## src/rtl/store_buffer_pkg.sv

```systemverilog
// Store buffer shared types and constants.
// Entry layout and store-kind encodings used by the buffer and its match logic.
package store_buffer_pkg;

    localparam int ADDR_W   = 32;
    localparam int DATA_W   = 32;
    localparam int SB_DEPTH = 4;
    localparam int SB_PTR_W = 2;

    localparam logic ST_WORD = 1'b0;
    localparam logic ST_BYTE = 1'b1;

    typedef struct packed {
        logic [ADDR_W-1:0] addr;
        logic [DATA_W-1:0] data;
        logic              is_byte;
    } entry_t;

endpackage

```

## src/rtl/store_buffer_if.sv

```systemverilog
// Core-side store/load handshake and data_mem port of the store buffer.
// slave = the buffer itself, master = whoever drives the core and memory side.
interface store_buffer_if
    import store_buffer_pkg::*;
#(
    parameter int PTR_W = SB_PTR_W
);

    logic              st_valid;
    logic              st_ready;
    logic [ADDR_W-1:0] st_addr;
    logic [DATA_W-1:0] st_data;
    logic              st_byte;

    logic              ld_valid;
    logic [ADDR_W-1:0] ld_addr;
    logic [DATA_W-1:0] ld_data;
    logic              ld_stall;

    logic [ADDR_W-1:0] mem_addr;
    logic [DATA_W-1:0] mem_wdata;
    logic              mem_word_we;
    logic              mem_byte_we;
    logic [DATA_W-1:0] mem_rdata;

    logic              empty;
    logic [PTR_W:0]    count;

    modport slave (
        input  st_valid, st_addr, st_data, st_byte,
        output st_ready,
        input  ld_valid, ld_addr,
        output ld_data, ld_stall,
        output mem_addr, mem_wdata, mem_word_we, mem_byte_we,
        input  mem_rdata,
        output empty, count
    );

    modport master (
        output st_valid, st_addr, st_data, st_byte,
        input  st_ready,
        output ld_valid, ld_addr,
        input  ld_data, ld_stall,
        input  mem_addr, mem_wdata, mem_word_we, mem_byte_we,
        output mem_rdata,
        input  empty, count
    );

endinterface

```

## src/rtl/store_buffer_match.sv

```systemverilog
// Youngest-match scan over the pending store entries.
// Walks from head towards tail so the last hit seen is the newest store.
module sb_match
    import store_buffer_pkg::*;
#(
    parameter int DEPTH = SB_DEPTH,
    parameter int PTR_W = SB_PTR_W
) (
    input  logic [DEPTH-1:0]             valid,
    input  logic [DEPTH-1:0][ADDR_W-3:0] word,
    input  logic [DEPTH-1:0]             byte_flag,
    input  logic [PTR_W-1:0]             head,
    input  logic [ADDR_W-3:0]            ld_word,
    output logic                         hit,
    output logic                         is_byte,
    output logic [PTR_W-1:0]             idx
);

    logic [PTR_W-1:0] slot;

    // Later (younger) matches override earlier ones in the scan.
    always_comb begin
        hit     = 1'b0;
        is_byte = 1'b0;
        idx     = head;
        slot    = head;
        for (int k = 0; k < DEPTH; k++) begin
            slot = head + PTR_W'(k);
            if (valid[slot] && (word[slot] == ld_word)) begin
                hit     = 1'b1;
                is_byte = byte_flag[slot];
                idx     = slot;
            end
        end
    end

endmodule

```

## src/rtl/store_buffer.sv

```systemverilog
// Posted-write store buffer in front of data_mem.
// Drains one store per cycle, lets loads take the port, forwards word hits.
module store_buffer
    import store_buffer_pkg::*;
#(
    parameter int DEPTH = SB_DEPTH,
    parameter int PTR_W = SB_PTR_W
) (
    input logic           clk,
    input logic           reset,
    store_buffer_if.slave sbi
);

    entry_t                       entries [DEPTH];
    logic [DEPTH-1:0]             valid_q;
    logic [PTR_W-1:0]             head_q;
    logic [PTR_W-1:0]             tail_q;
    logic [PTR_W:0]               count_q;

    logic [DEPTH-1:0][ADDR_W-3:0] m_word;
    logic [DEPTH-1:0]             m_byte;
    logic                         hit;
    logic                         hit_byte;
    logic [PTR_W-1:0]             hit_idx;

    logic                         push;
    logic                         drain;
    logic                         ld_own;
    logic                         ready;
    entry_t                       head_e;

    // Flatten the entry array into the vectors the match scan expects.
    always_comb begin
        m_word = '0;
        m_byte = '0;
        for (int i = 0; i < DEPTH; i++) begin
            m_word[i] = entries[i].addr[ADDR_W-1:2];
            m_byte[i] = entries[i].is_byte;
        end
    end

    sb_match #(
        .DEPTH(DEPTH),
        .PTR_W(PTR_W)
    ) u_match (
        .valid    (valid_q),
        .word     (m_word),
        .byte_flag(m_byte),
        .head     (head_q),
        .ld_word  (sbi.ld_addr[ADDR_W-1:2]),
        .hit      (hit),
        .is_byte  (hit_byte),
        .idx      (hit_idx)
    );

    // Port arbitration: a missing load owns the port, otherwise drain the head.
    always_comb begin
        head_e = entries[head_q];
        ready  = !reset && (count_q < (PTR_W+1)'(DEPTH));
        ld_own = sbi.ld_valid && !hit;
        drain  = !reset && !ld_own && (count_q != '0);
        push   = sbi.st_valid && ready;
    end

    // Drive the memory port and the load result.
    always_comb begin
        sbi.st_ready    = ready;
        sbi.mem_addr    = '0;
        sbi.mem_wdata   = '0;
        sbi.mem_word_we = 1'b0;
        sbi.mem_byte_we = 1'b0;
        sbi.ld_stall    = !reset && sbi.ld_valid && hit && hit_byte;
        sbi.ld_data     = sbi.mem_rdata;
        if (hit && !hit_byte) begin
            sbi.ld_data = entries[hit_idx].data;
        end
        if (ld_own) begin
            sbi.mem_addr = sbi.ld_addr;
        end else if (drain) begin
            sbi.mem_addr    = head_e.addr;
            sbi.mem_wdata   = head_e.data;
            sbi.mem_word_we = (head_e.is_byte != ST_BYTE);
            sbi.mem_byte_we = (head_e.is_byte == ST_BYTE);
        end
        sbi.empty = (count_q == '0);
        sbi.count = count_q;
    end

    // Entry payload storage; only the valid bits need clearing on reset.
    always_ff @(posedge clk) begin
        if (push) begin
            entries[tail_q] <= '{
                addr:    sbi.st_addr,
                data:    sbi.st_data,
                is_byte: sbi.st_byte
            };
        end
    end

    // Pointers, valid bits and occupancy count.
    always_ff @(posedge clk) begin
        if (reset) begin
            head_q  <= '0;
            tail_q  <= '0;
            count_q <= '0;
            valid_q <= '0;
        end else begin
            if (push) begin
                valid_q[tail_q] <= 1'b1;
                tail_q          <= tail_q + 1'b1;
            end
            if (drain) begin
                valid_q[head_q] <= 1'b0;
                head_q          <= head_q + 1'b1;
            end
            count_q <= count_q + {{PTR_W{1'b0}}, push}
                               - {{PTR_W{1'b0}}, drain};
        end
    end

endmodule

```

## src/flat_wrapper.sv

```systemverilog
// flat-port wrapper written by rule: the top's interface ports become plain ports
module store_buffer_flat import store_buffer_pkg::*;
#(
    parameter int DEPTH = SB_DEPTH,
    parameter int PTR_W = SB_PTR_W
)
  (clk, reset, sbi_st_valid, sbi_st_addr, sbi_st_data, sbi_st_byte, sbi_st_ready, sbi_ld_valid, sbi_ld_addr, sbi_ld_data, sbi_ld_stall, sbi_mem_addr, sbi_mem_wdata, sbi_mem_word_we, sbi_mem_byte_we, sbi_mem_rdata, sbi_empty, sbi_count);
  store_buffer_if #(.PTR_W(PTR_W)) sbi_i ();
  input logic clk;
  input logic reset;
  input wire logic [$bits(sbi_i.st_valid)-1:0] sbi_st_valid;
  input wire logic [$bits(sbi_i.st_addr)-1:0] sbi_st_addr;
  input wire logic [$bits(sbi_i.st_data)-1:0] sbi_st_data;
  input wire logic [$bits(sbi_i.st_byte)-1:0] sbi_st_byte;
  output wire logic [$bits(sbi_i.st_ready)-1:0] sbi_st_ready;
  input wire logic [$bits(sbi_i.ld_valid)-1:0] sbi_ld_valid;
  input wire logic [$bits(sbi_i.ld_addr)-1:0] sbi_ld_addr;
  output wire logic [$bits(sbi_i.ld_data)-1:0] sbi_ld_data;
  output wire logic [$bits(sbi_i.ld_stall)-1:0] sbi_ld_stall;
  output wire logic [$bits(sbi_i.mem_addr)-1:0] sbi_mem_addr;
  output wire logic [$bits(sbi_i.mem_wdata)-1:0] sbi_mem_wdata;
  output wire logic [$bits(sbi_i.mem_word_we)-1:0] sbi_mem_word_we;
  output wire logic [$bits(sbi_i.mem_byte_we)-1:0] sbi_mem_byte_we;
  input wire logic [$bits(sbi_i.mem_rdata)-1:0] sbi_mem_rdata;
  output wire logic [$bits(sbi_i.empty)-1:0] sbi_empty;
  output wire logic [$bits(sbi_i.count)-1:0] sbi_count;
  assign sbi_i.st_valid = sbi_st_valid;
  assign sbi_i.st_addr = sbi_st_addr;
  assign sbi_i.st_data = sbi_st_data;
  assign sbi_i.st_byte = sbi_st_byte;
  assign sbi_st_ready = sbi_i.st_ready;
  assign sbi_i.ld_valid = sbi_ld_valid;
  assign sbi_i.ld_addr = sbi_ld_addr;
  assign sbi_ld_data = sbi_i.ld_data;
  assign sbi_ld_stall = sbi_i.ld_stall;
  assign sbi_mem_addr = sbi_i.mem_addr;
  assign sbi_mem_wdata = sbi_i.mem_wdata;
  assign sbi_mem_word_we = sbi_i.mem_word_we;
  assign sbi_mem_byte_we = sbi_i.mem_byte_we;
  assign sbi_i.mem_rdata = sbi_mem_rdata;
  assign sbi_empty = sbi_i.empty;
  assign sbi_count = sbi_i.count;
  store_buffer #(.DEPTH(DEPTH), .PTR_W(PTR_W)) u_core (.clk(clk), .reset(reset), .sbi(sbi_i));
endmodule
```

## config.mk

```make
export PLATFORM = sky130hd
export DESIGN_NAME = store_buffer_flat
export DESIGN_NICKNAME = d
export VERILOG_FILES = /design/src/rtl/store_buffer_pkg.sv /design/src/rtl/store_buffer_if.sv /design/src/rtl/store_buffer_match.sv /design/src/rtl/store_buffer.sv /design/src/flat_wrapper.sv
export SDC_FILE = /design/constraint.sdc
export NUM_CORES = 1
export LEC_CHECK = 0
export CAP_MARGIN = 40
export CORE_MARGIN = 5
export CORE_UTILIZATION = 60
export DETAILED_ROUTE_END_ITERATION = 10
export PLACE_DENSITY = 0.93
export SYNTH_ARGS = -nofsm -noshare
export SYNTH_HDL_FRONTEND = slang
export SYNTH_HIERARCHICAL = 1
export SYNTH_SLANG_ARGS = --single-unit
```

## constraint.sdc

```tcl
create_clock -name clk -period 8.7 [get_ports clk]
set_input_delay 1.305 -clock clk [delete_from_list [all_inputs] [get_ports clk]]
set_output_delay 1.305 -clock clk [all_outputs]
set_load 0.005 [all_outputs]
```

[After elaboration in Yosys (flattened, before gate mapping)]
Memories as Yosys holds them, arrays and structs flattened. A register that Yosys moved wholly into a read port is not among the register bits.
Cells that the tools add are included.
Storage, ports and cells
  bits of input ports: 133
  output and inout bits: 104
  word-level logic and storage cells: 103
  register bits after elaboration: 11
  memory bits (writable): 260
  memories: 1
Memory list
  u_core.entries: depth 4, width 65, read ports 6, clocked after Yosys merged registers in 1, wr ports 1, line store_buffer.sv:14  | entry_t entries [DEPTH];
Cells by class
  eq/ne operators: 4
  bitwise operators: 4
  magnitude comparators: 8
  add/subtract/negate cells: 6
  reductions and logical operators: 21
  multiplexer cells: 55
Operator list (count)
  binary-select mux 30 bit (select 2 bit): 4
  two-way mux 32 bit: 5
  equality test 30 bit: 4
  two-way mux 30 bit: 4
  two-way mux 1 bit: 24
  binary-select mux 1 bit (select 2 bit): 8
  logical AND 1 bit: 15
  < comparator 2 x 3 -> 1 bit (second input constant): 5
  two-way mux 4 bit: 3
  two-way mux 2 bit: 5
  adder 2 x 1 -> 2 bit (second input constant): 2
  adder 2 bit (second input constant): 2
  bitwise AND 4 bit: 1
  demux 1 bit (select 2 bit): 2
  >= comparator 2 x 1 -> 1 bit (second input constant): 2
  zero test 1 bit: 4
  inverter 4 bit: 1
  OR 4 bit: 1
  adder 3 x 1 -> 3 bit: 1
  zero test 3 bit: 1
  < comparator 3 bit (second input constant): 1
  nonzero test 3 bit: 1
  subtractor 3 x 1 -> 3 bit: 1
  inverter 1 bit: 1

[Depth between registers and ports, before layout]
Gate-level depths: netlist of the first run.
  word-level depth: 15
  depth in mapped cells: 22

[Modules after synthesis]
Netlist of the first run, hierarchy kept.
By module, submodules not included
  store_buffer: times used 1, area an instance 11825.1 um^2, cells an instance 561
  sb_match: times used 1, area an instance 4949.7 um^2, cells an instance 586

[Worst setup path before layout of the first run]
Ideal clock, no wire load.
  path kind: input-to-output
  from: input port sbi_ld_addr[29]
  to: output port sbi_ld_data[27]
  required time: 7.395 ns
  arrival time: 4.423 ns
  stages on the path: 12
  setup slack: 2.972 ns
  path through: clkbuf_1 > a22oi_1 > o221ai_1 > or4_1 > nor4_2 > or4b_1 > a21oi_1 > xnor2_1 > buf_6 > buf_6 > mux4_1 > mux2_2
Between the ends
  elaborated cells on any way between the ends: 23
  classes of those cells: 4 x eq/ne; 12 x mux; 6 x reduce/logical; 1 x memory
RTL lines
  start, declared: line flat_wrapper.sv:17  | input wire logic [$bits(sbi_i.ld_addr)-1:0] sbi_ld_addr;
  equality test 30 bit: line store_buffer_match.sv:29  | if (valid[slot] && (word[slot] == ld_word)) begin
  logical AND 1 bit: line store_buffer_match.sv:29
  two-way mux 2 bit (2 in a row): line store_buffer_match.sv:29
  two-way mux 2 bit *: line store_buffer_match.sv:29
  named net u_core.hit_idx[0]: line store_buffer.sv:24  | logic [PTR_W-1:0] hit_idx;
  memory read (4 x 65 bit) *
  two-way mux 32 bit *: line store_buffer.sv:74  | if (hit && !hit_byte) begin
  end, declared: line flat_wrapper.sv:18  | output wire logic [$bits(sbi_i.ld_data)-1:0] sbi_ld_data;
Mark *: on every way through the listed nets, which the timed path passes. The rest lies on a longest branch.

[Worst setup path after layout of the first run]
  from: register u_core.head_q[0]
  to: output port sbi_ld_data[23]
Between the ends
  elaborated cells on any way between the ends: 50
  classes of those cells: 3 x add/sub; 4 x eq/ne; 36 x mux; 6 x reduce/logical; 1 x memory
RTL lines
  start, declared: line store_buffer.sv:16  | logic [PTR_W-1:0] head_q;
  start signal, assigned: line store_buffer.sv:114  | head_q <= head_q + 1'b1;
  adder 2 x 1 -> 2 bit: line store_buffer_match.sv:28  | slot = head + PTR_W'(k);
  binary-select mux 30 bit (select 2 bit): line store_buffer_match.sv:29
  two-way mux 30 bit (implied by the code): line store_buffer_match.sv:29
  equality test 30 bit: line store_buffer_match.sv:29
  logical AND 1 bit: line store_buffer_match.sv:29
  two-way mux 2 bit (2 in a row): line store_buffer_match.sv:29
  two-way mux 2 bit *: line store_buffer_match.sv:29
  named net u_core.hit_idx[0]: line store_buffer.sv:24
  memory read (4 x 65 bit) *
  two-way mux 32 bit *: line store_buffer.sv:74
Mark *: on every way through the listed nets, which the timed path passes. The rest lies on a longest branch. The select of a mux whose other input is x is not followed.

==> results of run 1 <==
area by class of cell:
class                           count  area, µm²
Antenna cell                        1      2.502
Clock buffer                       39      750.7
Clock inverter                     11      65.06
Fill cell                        1704       7438
Inverter                           16      60.06
Multi-Input combinational cell    760       8115
Sequential cell                   273       8080
Tap cell                          378      473.0
Timing Repair Buffer              268       2720
power by group:
part | switching [mW] | internal [mW]
Clock | 0.511 | 0.600
Sequential | 0.114 | 1.51
Combinational | 0.689 | 0.700
Total | 1.31 | 2.81
path summary, 6_finish.rpt:
check / from / depth (start not counted) / end / slack [ns]
setup / recovery: u_core/head_q[0] / 12 / sbi_ld_data[23] / 0.79
hold / removal: u_core/tail_q[1] / 2 / u_core/tail_q[1] / 0.57
setup reg to reg: u_core/head_q[0] / 17 / u_core/sbi.count[2] / 2.92
hold reg to reg: u_core/tail_q[1] / 2 / u_core/tail_q[1] / 0.57
metal layers:
metal / part of all wire [%] / vias up
met2: 50 / 911
met1: 36 / 6220
met3: 11 / 134
met5: 0 / -
li1: - / 5090
met4: 3.4 / 0
stage by stage:
stage | cells | cell area [µm²] | utilization (%) | hold slack (ns) | total power [mW]
floorplan | 1147 | 16770 | - | 0.5064 | 2.531
global placement | 1689 | 19300 | 69.66 | 0.5206 | 2.958
detailed placement | 1695 | 19450 | 70.20 | 0.5681 | 2.991
CTS | 1745 | 20260 | 73.14 | 0.5773 | 4.112
global route | 1745 | 20260 | 73.14 | 0.6171 | 4.262
finish | 1746 | 20270 | 73.15 | 0.5697 | 4.124
state kept, by name, indices dropped and copies added, names as in the netlist, named ones only:
| register | count |
|---|---|
| u_core/tail_q | 2 |
| u_core/entries | 260 |
| u_core/head_q | 2 |
| u_core/valid_q | 4 |
| u_core/sbi.count | 3 |
cell usage in the layout (no fill, tap or decap), drive strengths merged, types with 22 or more instances in the layout:
master	count
xnor2	66
clkbuf	39
mux4	126
clkdlybuf4s50	236
a22o	36
mux2i	144
and2	39
o21ai	26
mux2	45
nor2	26
edfxtp	260
xor2	22
buf	32
critical path, cell delays in order (launching register included):
cell and delay [ns]:
dfxtp_4 0.72, buf_4 0.52, mux4_2 0.57, xnor2_1 0.34, nand4_1 0.21, nor4_1 0.89, and4bb_2 0.46, a21oi_1 0.10
xnor2_2 0.13, buf_4 0.54, mux4_1 0.71, mux2_2 0.31, clkdlybuf4s50_1 0.49
cell families (layout without fill, tap and decap cells):
| family | count (synthesis) | in the layout | share of synthesized area [%] |
|---|---|---|---|
| other cells | 0 | 1 | 0 |
| buf+inv | 114 | 334 | 3.774 |
| xor+xnor | 88 | 88 | 4.595 |
| mux | 315 | 315 | 28.95 |
| simple gates | 156 | 156 | 5.325 |
| flops | 273 | 273 | 48.09 |
| fa+ha+maj | 10 | 10 | 0.7906 |
| compound gates | 191 | 191 | 8.466 |
==> impl_results.md, run 1 <==
- Wire per inst: between 30 and 40 µm
- Global routing met2 resource utilization: 59.40%
- P per Cell Area: 203.5 nW/µm²
- Clock Skews: around 0.023 ns
- Number of synthesized flops with an enable pin: 260
- Total Die Area: 31400 µm²
- Fin Setup TNS: 0 ns
- Asr flop ratio synth: 0%
- Syn Std Cell Area: around 17000 µm²
- Hold Path Class: flop to flop
- Post-synth top cells: 260 x edfxtp_1, 142 x mux2i_1, 109 x mux4_2
- Max cap viols: 0
- Max Slew Vio Count: 0
- Drt first pass iters: 8
- Rel. slew slack: between 30% and 40%
- Maximum vdd ir drop: 230.9 µV
- Via density: slightly above 7
- Fraction of layout cells with a size suffix above 1: 17.92%
- Initial antenna violation count: 1
- Placer congestion estimate: 1.071
- Synth Flop Type: edfxtp_1
- Most frequent cell after synthesis: edfxtp_1
- Cts hold-fix bufs: 0
- Clock latency on the worst-skew pair: ~0.58 ns
- PostCTS Resize Cnt: 0
- Met1 GRT Util: 45.06%
- Root Buffer: clkbuf_16
- Synth area leaders: edfxtp_1 47%, mux4_2 15%, mux2i_1 8.5%
- WL final: between 50 and 60 mm
- Height of the die: 177.2 µm
- Count of antenna-violating nets left after detailed routing: 0
- CTS tree: built
- HPWL Detailed: 37.66 mm
- Clock sinks: 273
- Flops & latches, synth: 273
- Worst Setup Start Kind: flop
- Crit path capture type: output port
- Buffers on Ports: ~240
- Fmax: 126.4 MHz
- Worst-margin pin slew: 0.9983 ns
- Kind of critical path: flop to output port
- Worst slack, placed: 1.146 ns
- Unrepaired setup endpoints after global routing: false
- TritonCTS Buffers: 27
- Leakage power: 6.280 nW
- First-pass GRT wire length: roughly 80 mm
- Status: completed
- # H-tree levels: 1
- GRT overflow: 0
- Yosys warnings: 6
- Post-CTS Setup Inserts: 0
- DRT iter0 DRCs: 1479
- Total track usage: 34.66%
- Final Hold Fails: 0
- Fin crit share: 90.96%
- Clock-pin slew on the worst setup and hold paths: ~0.06 ns
- Crit path DAT: roughly 6.6 ns
- Avg Inst Size Synth: between 10 and 15 µm²
- Die Span X: roughly 180 µm
- Met3 usage: 7.926%
- DRC: 0
- DR vias: ~12000
- Critical Path RT: 7.39 ns
- Setup WS post-layout: 0.7868 ns
- Final min period: 7.913 ns
- Busiest layer in global routing: met2
- Top-area cell type share of the netlist area: 46.54%
- Row Count: between 60 and 70
- Starting Density: 60.55%
- Worst-path maximum fanout: 35
- Number of global-route vias before repair: 12544
- Leading area contributor after synthesis: edfxtp_1
- Num ports: 237
- Layout Nets: 1489
- Mapped Nets: 1290
- P&R area growth vs syn: 20.82%
- Max clock buf depth: 3
- Gate Count Post-Synth: roughly 1100
- Library cells used by synthesis: just over 70
- Finish-stage setup viols: 0
- Sequential cell area fraction in the yosys report: approximately 48%
- Core footprint: 27710 µm²
- Largest net degree at the start of global routing: 70
No activity file was read; power rests on OpenSTA's default activity.
==> run 2, diff against run 1 <==
--- a/config.mk
+++ b/config.mk
@@ -6,7 +6,6 @@
 export NUM_CORES = 1
 export LEC_CHECK = 0
 export CAP_MARGIN = 40
-export CORE_MARGIN = 5
 export CORE_UTILIZATION = 60
 export DETAILED_ROUTE_END_ITERATION = 10
 export PLACE_DENSITY = 0.93
==> run 2 against run 1 <==
  * Worst setup slack got worse by 0.23 ns
  * Sequential share of layout area decreased by 0.34 points
  * Global-route usage increased by 4.0 points
  * First-iteration DRC count increased by 1.5%
  * Cell area increased by 0.87%
  * Utilization increased by 2.1 points
  * Sequential cell count unchanged
  * Largest cell class unchanged
==> impl_results.md, run 2 (synthesis results as in run 1) <==
- Cells on worst reg2reg path: 20 (was 17)
- Crit path capture type: output port (unchanged)
- Starting Density: 61.73% (was 60.55%)
- Worst-path maximum fanout: 39 (was 35)
- Critical Path RT: 7.39 ns (about the same)
- Fmax: 122.7 MHz (was 126.4 MHz)
- Clock-pin slew on the worst setup and hold paths: 0.06 ns (about the same)
- Clock sinks: 273 (unchanged)
- Via density: 7.138 (was 7.076)
- Largest net degree at the start of global routing: 72 (was 70)
- Core footprint: 27180 µm² (was 27710 µm²)
- Wire per inst: 31.35 µm (was 31.28 µm)
- Height of the die: 169.2 µm (was 177.2 µm)
- Largest Register: u_core/entries (unchanged)
- Max clock buf depth: 3 (unchanged)
- Max Slew Vio Count: 0 (unchanged)
- DR vias: 12399 (was 12355)
- Num ports: 237 (unchanged)
- Finish-stage setup viols: 0 (unchanged)
- Status: completed (unchanged)
- Crit path DAT: 6.84 ns (was 6.61 ns)
- Reg area: 8080 µm² (unchanged)
- Max cap viols: 0 (unchanged)
- # H-tree levels: 1 (unchanged)
- Final Hold Fails: 0 (unchanged)
- # diodes: 0 (was 1)
- Fillers: 1630 (was 1704)
- PostCTS Resize Cnt: 0 (unchanged)
- P&R area growth vs syn: 21.87% (was 20.82%)
- Root Buffer: clkbuf_16 (unchanged)
- Hold Path Class: flop to flop (unchanged)
- Row Count: 60 (was 61)
- Final min period: 8.148 ns (was 7.913 ns)
- CTS tree: built (unchanged)
- Initial antenna violation count: 0 (was 1)
- Unrepaired setup endpoints after global routing: false (unchanged)
- Power, Total: 4.358 mW (was 4.124 mW)
- Fin Setup TNS: 0 ns (unchanged)
- Clock Skews: 0.009240 ns (was 0.02268 ns)
- Worst-margin pin slew: 0.8471 ns (was 0.9983 ns)
- Fraction of layout cells with a size suffix above 1: 18.10% (was 17.92%)
- Clock latency on the worst-skew pair: 0.56 ns (was 0.58 ns)
- Number of global-route vias before repair: 12547 (was 12544)
- GRT overflow: 0 (unchanged)
- Buffers on Ports: 236 (unchanged)
- WL final: 54.45 mm (was 54.62 mm)
- Worst Setup Start Kind: flop (unchanged)
- TritonCTS Buffers: 28 (was 27)
- WHS Path Cells: 2 (unchanged)
- HPWL Detailed: 37.21 mm (was 37.66 mm)
- Cts hold-fix bufs: 0 (unchanged)
- Maximum vdd ir drop: 186.6 µV (was 230.9 µV)
- DRT iter0 DRCs: 1501 (was 1479)
- Drt first pass iters: 7 (was 8)
- DRC: 0 (unchanged)
- P per Cell Area: 213.2 nW/µm² (was 203.5 nW/µm²)
- Worst slack, placed: 0.9959 ns (was 1.146 ns)
- Final hold slack: 0.5694 ns (was 0.5697 ns)
- Total track usage: 38.62% (was 34.66%)
- Max reg flops: 260 (unchanged)
- Leakage power: 6.357 nW (was 6.280 nW)
- Kind of critical path: flop to output port (unchanged)
- Most frequent cells in the layout: 260 x edfxtp_1, 236 x clkdlybuf4s50_1, 142 x mux2i_1 (unchanged)
- Core Util, Final: 75.23% (was 73.15%)
- Fin crit share: 93.65% (was 90.96%)
- Post-CTS Setup Inserts: 0 (unchanged)
- Count of antenna-violating nets left after detailed routing: 0 (unchanged)
- Die Span X: 169.2 µm (was 177.2 µm)
- First-pass GRT wire length: 81.19 mm (was 81.73 mm)
- Placer congestion estimate: 1.083 (was 1.071)
- Setup WS post-layout: 0.5520 ns (was 0.7868 ns)
- Footprint of the multi-input gates: 8120 µm² (was 8115 µm²)
- Layout Nets: 1488 (was 1489)
- Rel. slew slack: 43.28% (was 32.83%)
- Commonest non-fill, non-tap cell in the layout: edfxtp_1 (unchanged)
- Total Die Area: 28630 µm² (was 31400 µm²)
-- run 2: cell type report --
type,instances,share of cell area [%]
clock buffer,32,3.605
inverter,16,0.2938
timing repair buffer,266,13.27
tap,372,2.277
multi-input combinational,760,39.72
clock inverter,18,1.304
sequential,273,39.52
-- run 2: per-stage QoR --
stage | instance area, µm² | instances
after floorplan | 16770 | 1147
after global placement | 19330 | 1682
after detailed placement | 19430 | 1686
after CTS | 20430 | 1736
after global routing | 20440 | 1737
final | 20440 | 1737
-- run 2: where the power goes --
| part | total (mW) | switching (mW) | internal, mW |
|---|---|---|---|
| Sequential | 1.62 | 0.111 | 1.51 |
| Combinational | 1.40 | 0.695 | 0.705 |
| Clock | 1.34 | 0.526 | 0.810 |
| Total | 4.36 | 1.33 | 3.03 |
-- run 2: path summary, 6_finish.rpt --
| kind | slack (ns) | start | end |
|---|---|---|---|
| setup / recovery | 0.55 | u_core/head_q[1] | sbi_ld_data[6] |
| hold / removal | 0.57 | u_core/tail_q[1] | u_core/tail_q[1] |
| setup reg to reg | 2.66 | u_core/head_q[1] | u_core/sbi.count[2] |
| hold reg to reg | 0.57 | u_core/tail_q[1] | u_core/tail_q[1] |
-- run 2: critical path, stage by stage (launching register included) --
cell,delay [ns]
dfxtp_4,0.60
buf_12,0.31
buf_4,0.42
mux4_2,0.38
xnor2_1,0.41
o221ai_1,0.25
or4_1,0.46
nor4_2,0.35
or4b_1,0.53
o311ai_0,0.39
a2bb2oi_1,0.21
nor2b_4,0.68
buf_4,0.37
mux2_2,0.39
clkdlybuf4s50_1,0.46
-- run 2: routing by layer --
metal | track usage, % | vias up | share of wire [%]
li1 | - | 5093 | -
met1 | 49.18 | 6227 | 36
met2 | 65.43 | 921 | 49
met3 | 7.836 | 158 | 9.9
met4 | 14.85 | 0 | 4.4
met5 | 0 | - | 0
